$ cat src/rtl/sample_packer_pkg.sv
// Shared defaults for the sample packer: sample width, packing ratio,
// frame length, drop counter width and the lane slice helper.
`ifndef SAMPLE_PACKER_LANE
`define SAMPLE_PACKER_LANE(k, w) ((k) * (w)) +: (w)
`endif

package sample_packer_pkg;

    localparam int SAMPLE_BITS     = 16;
    localparam int DEF_DATA_W      = SAMPLE_BITS;
    localparam int DEF_PACK_N      = 4;
    localparam int DEF_FRAME_WORDS = 8;
    localparam int DEF_CNT_W       = 16;

    // Counter width for a modulo-n counter; never narrower than one bit.
    function automatic int idx_width(input int n);
        return (n > 1) ? $clog2(n) : 1;
    endfunction

endpackage

$ cat src/rtl/packer_out_queue.sv
// Two-entry synchronous FIFO carrying {last, word} toward the stream sink.
// A push is taken when there is room or when a pop frees a slot in the same cycle.
module packer_out_queue #(
    parameter int W = 65
) (
    input  logic         Clk,
    input  logic         Rst,
    input  logic         push,
    input  logic [W-1:0] push_data,
    input  logic         pop,
    output logic [W-1:0] pop_data,
    output logic         full,
    output logic         empty
);

    logic [W-1:0] mem [2];
    logic         rd_ptr;
    logic         wr_ptr;
    logic [1:0]   count;
    logic         do_push;
    logic         do_pop;

    assign full    = (count == 2'd2);
    assign empty   = (count == 2'd0);
    assign do_pop  = pop && !empty;
    assign do_push = push && (!full || do_pop);

    // When full, wr_ptr equals rd_ptr; a simultaneous pop hands the head slot to the new tail.
    always_ff @(posedge Clk or negedge Rst) begin
        if (!Rst) begin
            mem[0] <= '0;
            mem[1] <= '0;
            rd_ptr <= 1'b0;
            wr_ptr <= 1'b0;
            count  <= 2'd0;
        end else begin
            if (do_push) begin
                mem[wr_ptr] <= push_data;
                wr_ptr      <= ~wr_ptr;
            end
            if (do_pop) begin
                rd_ptr <= ~rd_ptr;
            end
            case ({do_push, do_pop})
                2'b10:   count <= count + 2'd1;
                2'b01:   count <= count - 2'd1;
                default: count <= count;
            endcase
        end
    end

    assign pop_data = mem[rd_ptr];

endmodule

$ cat src/rtl/sample_packer.sv
// Packs PACK_N FIFO samples (one per Clk while EMPTY is low) into a wide word,
// flags frame ends, and streams words out through a two-entry queue.
module sample_packer
    import sample_packer_pkg::*;
#(
    parameter int DATA_W      = DEF_DATA_W,
    parameter int PACK_N      = DEF_PACK_N,
    parameter int FRAME_WORDS = DEF_FRAME_WORDS,
    parameter int CNT_W       = DEF_CNT_W
) (
    input  logic                     Clk,
    input  logic                     Rst,
    input  logic [DATA_W-1:0]        dataIn,
    input  logic                     EMPTY,
    output logic [DATA_W*PACK_N-1:0] outData,
    output logic                     outValid,
    input  logic                     outReady,
    output logic                     outLast,
    output logic                     overflow,
    output logic [CNT_W-1:0]         dropCount,
    input  logic                     clrOverflow
);

    localparam int LANE_W = idx_width(PACK_N);
    localparam int IDX_W  = idx_width(FRAME_WORDS);
    localparam int WORD_W = DATA_W * PACK_N;
    localparam int ASM_W  = DATA_W * (PACK_N - 1);

    logic [LANE_W-1:0] lane_cnt;
    logic [IDX_W-1:0]  word_idx;
    logic [ASM_W-1:0]  asm_q;
    logic              sample_ok;
    logic              word_done;
    logic              word_last;
    logic [WORD_W-1:0] full_word;
    logic              q_full;
    logic              q_empty;
    logic              q_push;
    logic              q_pop;
    logic              drop;

    assign sample_ok = !EMPTY;
    assign word_done = sample_ok && (lane_cnt == LANE_W'(PACK_N - 1));
    assign word_last = (word_idx == IDX_W'(FRAME_WORDS - 1));
    assign full_word = {dataIn, asm_q};

    // Stream handshake: a word transfers on any Clk edge where outValid and
    // outReady are both high; outValid never drops and the word never changes
    // until that transfer happens.
    assign q_pop  = outValid && outReady;
    assign drop   = word_done && q_full && !outReady;
    assign q_push = word_done && !drop;

    always_ff @(posedge Clk or negedge Rst) begin
        if (!Rst) begin
            lane_cnt <= '0;
            word_idx <= '0;
            asm_q    <= '0;
        end else if (sample_ok) begin
            lane_cnt <= lane_cnt + LANE_W'(1);
            if (!word_done) begin
                asm_q[`SAMPLE_PACKER_LANE(lane_cnt, DATA_W)] <= dataIn;
            end
            // Frame position advances for dropped words too, keeping alignment with the stream.
            if (word_done) begin
                word_idx <= word_last ? '0 : word_idx + IDX_W'(1);
            end
        end
    end

    // A drop in the same cycle as a clear leaves exactly one drop recorded.
    always_ff @(posedge Clk or negedge Rst) begin
        if (!Rst) begin
            overflow  <= 1'b0;
            dropCount <= '0;
        end else if (drop) begin
            overflow <= 1'b1;
            if (clrOverflow) begin
                dropCount <= CNT_W'(1);
            end else if (dropCount != {CNT_W{1'b1}}) begin
                dropCount <= dropCount + CNT_W'(1);
            end
        end else if (clrOverflow) begin
            overflow  <= 1'b0;
            dropCount <= '0;
        end
    end

    packer_out_queue #(
        .W (WORD_W + 1)
    ) u_queue (
        .Clk       (Clk),
        .Rst       (Rst),
        .push      (q_push),
        .push_data ({word_last, full_word}),
        .pop       (q_pop),
        .pop_data  ({outLast, outData}),
        .full      (q_full),
        .empty     (q_empty)
    );

    assign outValid = !q_empty;

endmodule

$ cat config.mk
export PLATFORM = sky130hd
export DESIGN_NAME = sample_packer
export DESIGN_NICKNAME = d
export VERILOG_FILES = /design/src/rtl/sample_packer_pkg.sv /design/src/rtl/packer_out_queue.sv /design/src/rtl/sample_packer.sv
export SDC_FILE = /design/constraint.sdc
export NUM_CORES = 1
export LEC_CHECK = 0
export BUFFER_PORTS_ARGS = -buffer_cell sky130_fd_sc_hd__buf_2
export CORE_MARGIN = 5
export CORE_UTILIZATION = 55
export CTS_CLUSTER_DIAMETER = 120
export DETAILED_ROUTE_END_ITERATION = 8
export PLACE_DENSITY = 0.8
export RECOVER_POWER = 50
export SYNTH_ARGS = -nofsm -noshare
export SYNTH_HDL_FRONTEND = slang
export SYNTH_HIERARCHICAL = 1
export SYNTH_SLANG_ARGS = --single-unit
$ cat constraint.sdc
create_clock -name Clk -period 2.8 [get_ports Clk]
set_input_delay 0 -clock Clk [delete_from_list [all_inputs] [get_ports Clk]]
set_output_delay 0 -clock Clk [all_outputs]
set_load 0.05 [all_outputs]
==> out/metrics.yaml <==
status:
  violations: "max-capacitance violations, max-slew violations"
  status: "finished with violations"
cts:
  cts_sinks: 204
  clockBufferDepth: 3
  h-tree-depth: 1
  cts_made_buffers: 22
  cts_tree: "done"
  ctsResizeCount: 0
  clk-insertion-delay-late_ns: 0.50
  clkTransAtPathRegs_ns: 0.06
  cts_root_buf: "clkbuf_16"
worst_setup_path:
  r2r_start: "lane_cnt[0]$_DFFE_PN0N_"
  r2r_cells: 7
  crit_path_max_fanout: 39
  reg2reg_to: "u_queue/mem[112]$_DFFE_PN0P_"
  crit_type: "flop to flop"
  end_kind: "flop"
  worstPathRequired_ns: 3.17
  critPathLaunch: "lane_cnt[0]$_DFFE_PN0N_"
  startpoint_type: "flop"
  slowest_delay_ns: 0.53
  crit_chain: "ha_1 > nand2b_1 > a21oi_1 > inv_1 > nor3_4 > buf_12 > mux2_2"
  arrival_ns: 2.87
  path_buf_inv: 2
  r2r_slack_ns: 0.29
  cp_slowest_cell: "dfrtp_1"
  cp_top_family: "flip-flops"
timing:
  finClkSkew_ns: 0.01957
  slew_headroom_pct: -0.8091
  post-route-period-util_pct: 89.48
  final_hold_viol_count: 0
  report.final.slew_viol_count: 29
  finalSetupViolations: 0
  tightest_slew_ns: 1.512
  rsz0062_at_grt: "false"
  tns_ns: 0
  max_freq_mhz: 399.1
  fin_crit_ns: 2.505
detailed_routing:
  via_count: 5668
  avgRoutedWirePerCell_um: 21.11
  postRouteWirelength_um: 20860
  route.detailed.drc: 0
  dr.pass1.iters: 5
  vias_per_cell: 5.737
  drtIter0Drc: 383
  ant_nets: 0
floorplanning:
  die-area_um2: 19620
  die_y_um: 140.1
  design.core.area_um2: 16580
  ios: 104
  die_x_um: 140.1
  initial_core_util_pct: 56.10
  core.rowCount: 47
synth:
  synth_cells: 622
  ys_types: 47
  async_reset_ff_share_pct: 100.0
  synth-main-ff-cell: "dfrtp_1"
  yosys_register_bits: 204
  avgSynthCellArea_um2: 14.96
  yosys_warnings: 6
  syn_nets: 651
  synth-edff-count: 0
  syn_area_um2: 9304
  yosysSeqAreaShare_pct: 54.87
run:
  maxCapViolations: 1
layout:
  final_util_pct: 66.30
  drive_gt1_share_pct: 42.97
  diodes: 0
  area_growth_pct: 18.17
  fin_nets: 782
  instances_no_fill: 988
  fill_cells: 1168
place:
  dpl.hpwl_um: 13190
  portBuffers: 103
  gp_congestion: 0.8007
  post-place-cells: 929
power:
  leakagePower_nw: 5.300
  pwr_density_cell_nw_per_um2: 1192
  peakVddDrop_mv: 0.7259
  finalPower_mw: 13.11
global_route:
  grt_pass1_wl_um: 34360
  grt_max_degree: 102
  grt_pass1_vias: 6281
  grtUsageTotal_pct: 21.43
  antenna_found_initial: 0
  grt-ovfl-total: 0
min_path:
  hold_path_class: "input port to async pin"
## worst reg2reg max path, stage by stage (launching register included)
cell and delay [ns]:
dfrtp_1 0.53, ha_1 0.30, nand2b_1 0.16, a21oi_1 0.22, inv_1 0.16, nor3_4 0.30
buf_12 0.30, mux2_2 0.41
## worst max-delay path by stage
stage               depth (start not counted)  slack, ns                            to
floorplan                                   8       0.52   u_queue/mem[67]$_DFFE_PN0P_
global placement                            7       0.47  u_queue/mem[123]$_DFFE_PN0P_
detailed placement                          7       0.35  u_queue/mem[128]$_DFFE_PN0P_
CTS                                         7       0.29  u_queue/mem[112]$_DFFE_PN0P_
global route                                7       0.16  u_queue/mem[112]$_DFFE_PN0P_
finish                                      7       0.29  u_queue/mem[112]$_DFFE_PN0P_
## state kept, by name, summed over array words and instances, names as in the netlist
register	count
asm_q	48
dropCount	16
lane_cnt	2
overflow	1
u_queue/count	2
u_queue/mem	130
u_queue/rd_ptr	1
u_queue/wr_ptr	1
word_idx	3
## cell families (layout without fill, tap and decap cells)
kind of cell	count (synthesis)	in the layout	synth area share (%)
AO/OA/AOI/OAI	77	77	6.496
flip-flops	204	204	54.87
buffers and inverters	43	189	2.811
adder cells (fa/ha/maj)	8	8	1.076
AND/OR/NAND/NOR	80	80	6.011
multiplexers	203	203	28.08
XOR/XNOR	7	7	0.6590
## per-layer routing
| metal | routed length (um) | part of all wire [%] | GRT usage [%] | vias to the layer above |
|---|---|---|---|---|
| met4 | 534 | 2.6 | 7.088 | 0 |
| met2 | 10360 | 50 | 35.38 | 131 |
| li1 | - | - | - | 2546 |
| met1 | 9113 | 44 | 29.43 | 2955 |
| met5 | 0 | 0 | 0 | - |
| met3 | 843 | 4.0 | 3.136 | 36 |
## power by group
group	total, mW	internal [mW]	switching, mW
logic	5.32	2.14	3.18
clock network	3.05	1.89	1.16
registers	4.73	4.01	0.728
total	13.1	8.04	5.06
## cells in the final DEF, fill, tap and decap left out, types with 4 or more instances in the layout
master,n
nand2_1,16
buf_4,7
nand3_1,9
xnor2_1,6
clkbuf_8,7
mux2_4,89
nor3b_1,4
dlygate4sd3_1,20
nor2_1,8
nor2b_1,7
ha_1,8
buf_2,70
mux2_2,107
a22o_1,48
buf_12,4
nor4_4,4
o31ai_1,4
o21ai_0,10
clkbuf_16,22
nor3_1,7
a21oi_1,4
nor4_1,4
inv_1,11
clkbuf_1,38
mux2i_1,6
dfrtp_1,203
## cell type report
type | instances | area, um^2 | area share [%]
clock inverters | 7 | 132.6 | 1.206
well taps | 220 | 275.3 | 2.504
inverters | 11 | 41.29 | 0.3756
multi-input cells | 375 | 3951 | 35.94
clock buffers | 32 | 648.1 | 5.895
repair buffers | 139 | 839.6 | 7.636
flip-flops and latches | 204 | 5106 | 46.44
## through the flow
stage | hold slack, ns | area, um^2 | worst slack [ns]
2_1_floorplan | -0.2956 | 9304 | 0.5217
3_3_place_gp | 0.1324 | 10090 | 0.4704
3_5_place_dp | 0.1494 | 10090 | 0.3539
4_1_cts | 0.2081 | 11070 | 0.2860
5_1_grt | 0.2534 | 10990 | 0.1593
6_report | 0.1936 | 10990 | 0.2945
## synth_stat cells, types with 3 or more instances
library cell / count / area share (%)
mux2i_1: 6 / 0.65
a22o_1: 48 / 4.5
a21oi_1: 4 / 0.22
o31ai_1: 4 / 0.32
nor4_1: 4 / 0.27
buf_6: 11 / 1.3
nand3_1: 9 / 0.48
a32oi_1: 3 / 0.28
nor4_4: 4 / 0.91
nand2_1: 16 / 0.65
nor2b_1: 7 / 0.47
o21ai_0: 10 / 0.54
ha_1: 8 / 1.1
nor3b_1: 4 / 0.32
mux2_2: 108 / 13
nor2_1: 9 / 0.36
nand2b_1: 3 / 0.20
inv_1: 11 / 0.44
xnor2_1: 6 / 0.56
clkbuf_1: 9 / 0.36
nor3_1: 7 / 0.38
buf_2: 10 / 0.54
mux2_4: 89 / 14
dfrtp_1: 204 / 55
## timing repair
action                    CTS  global route
hold endpoints to repair  183             0
hold buffers               20             0
setup buffers               0             0
Power figures use the tool's default switching activity.
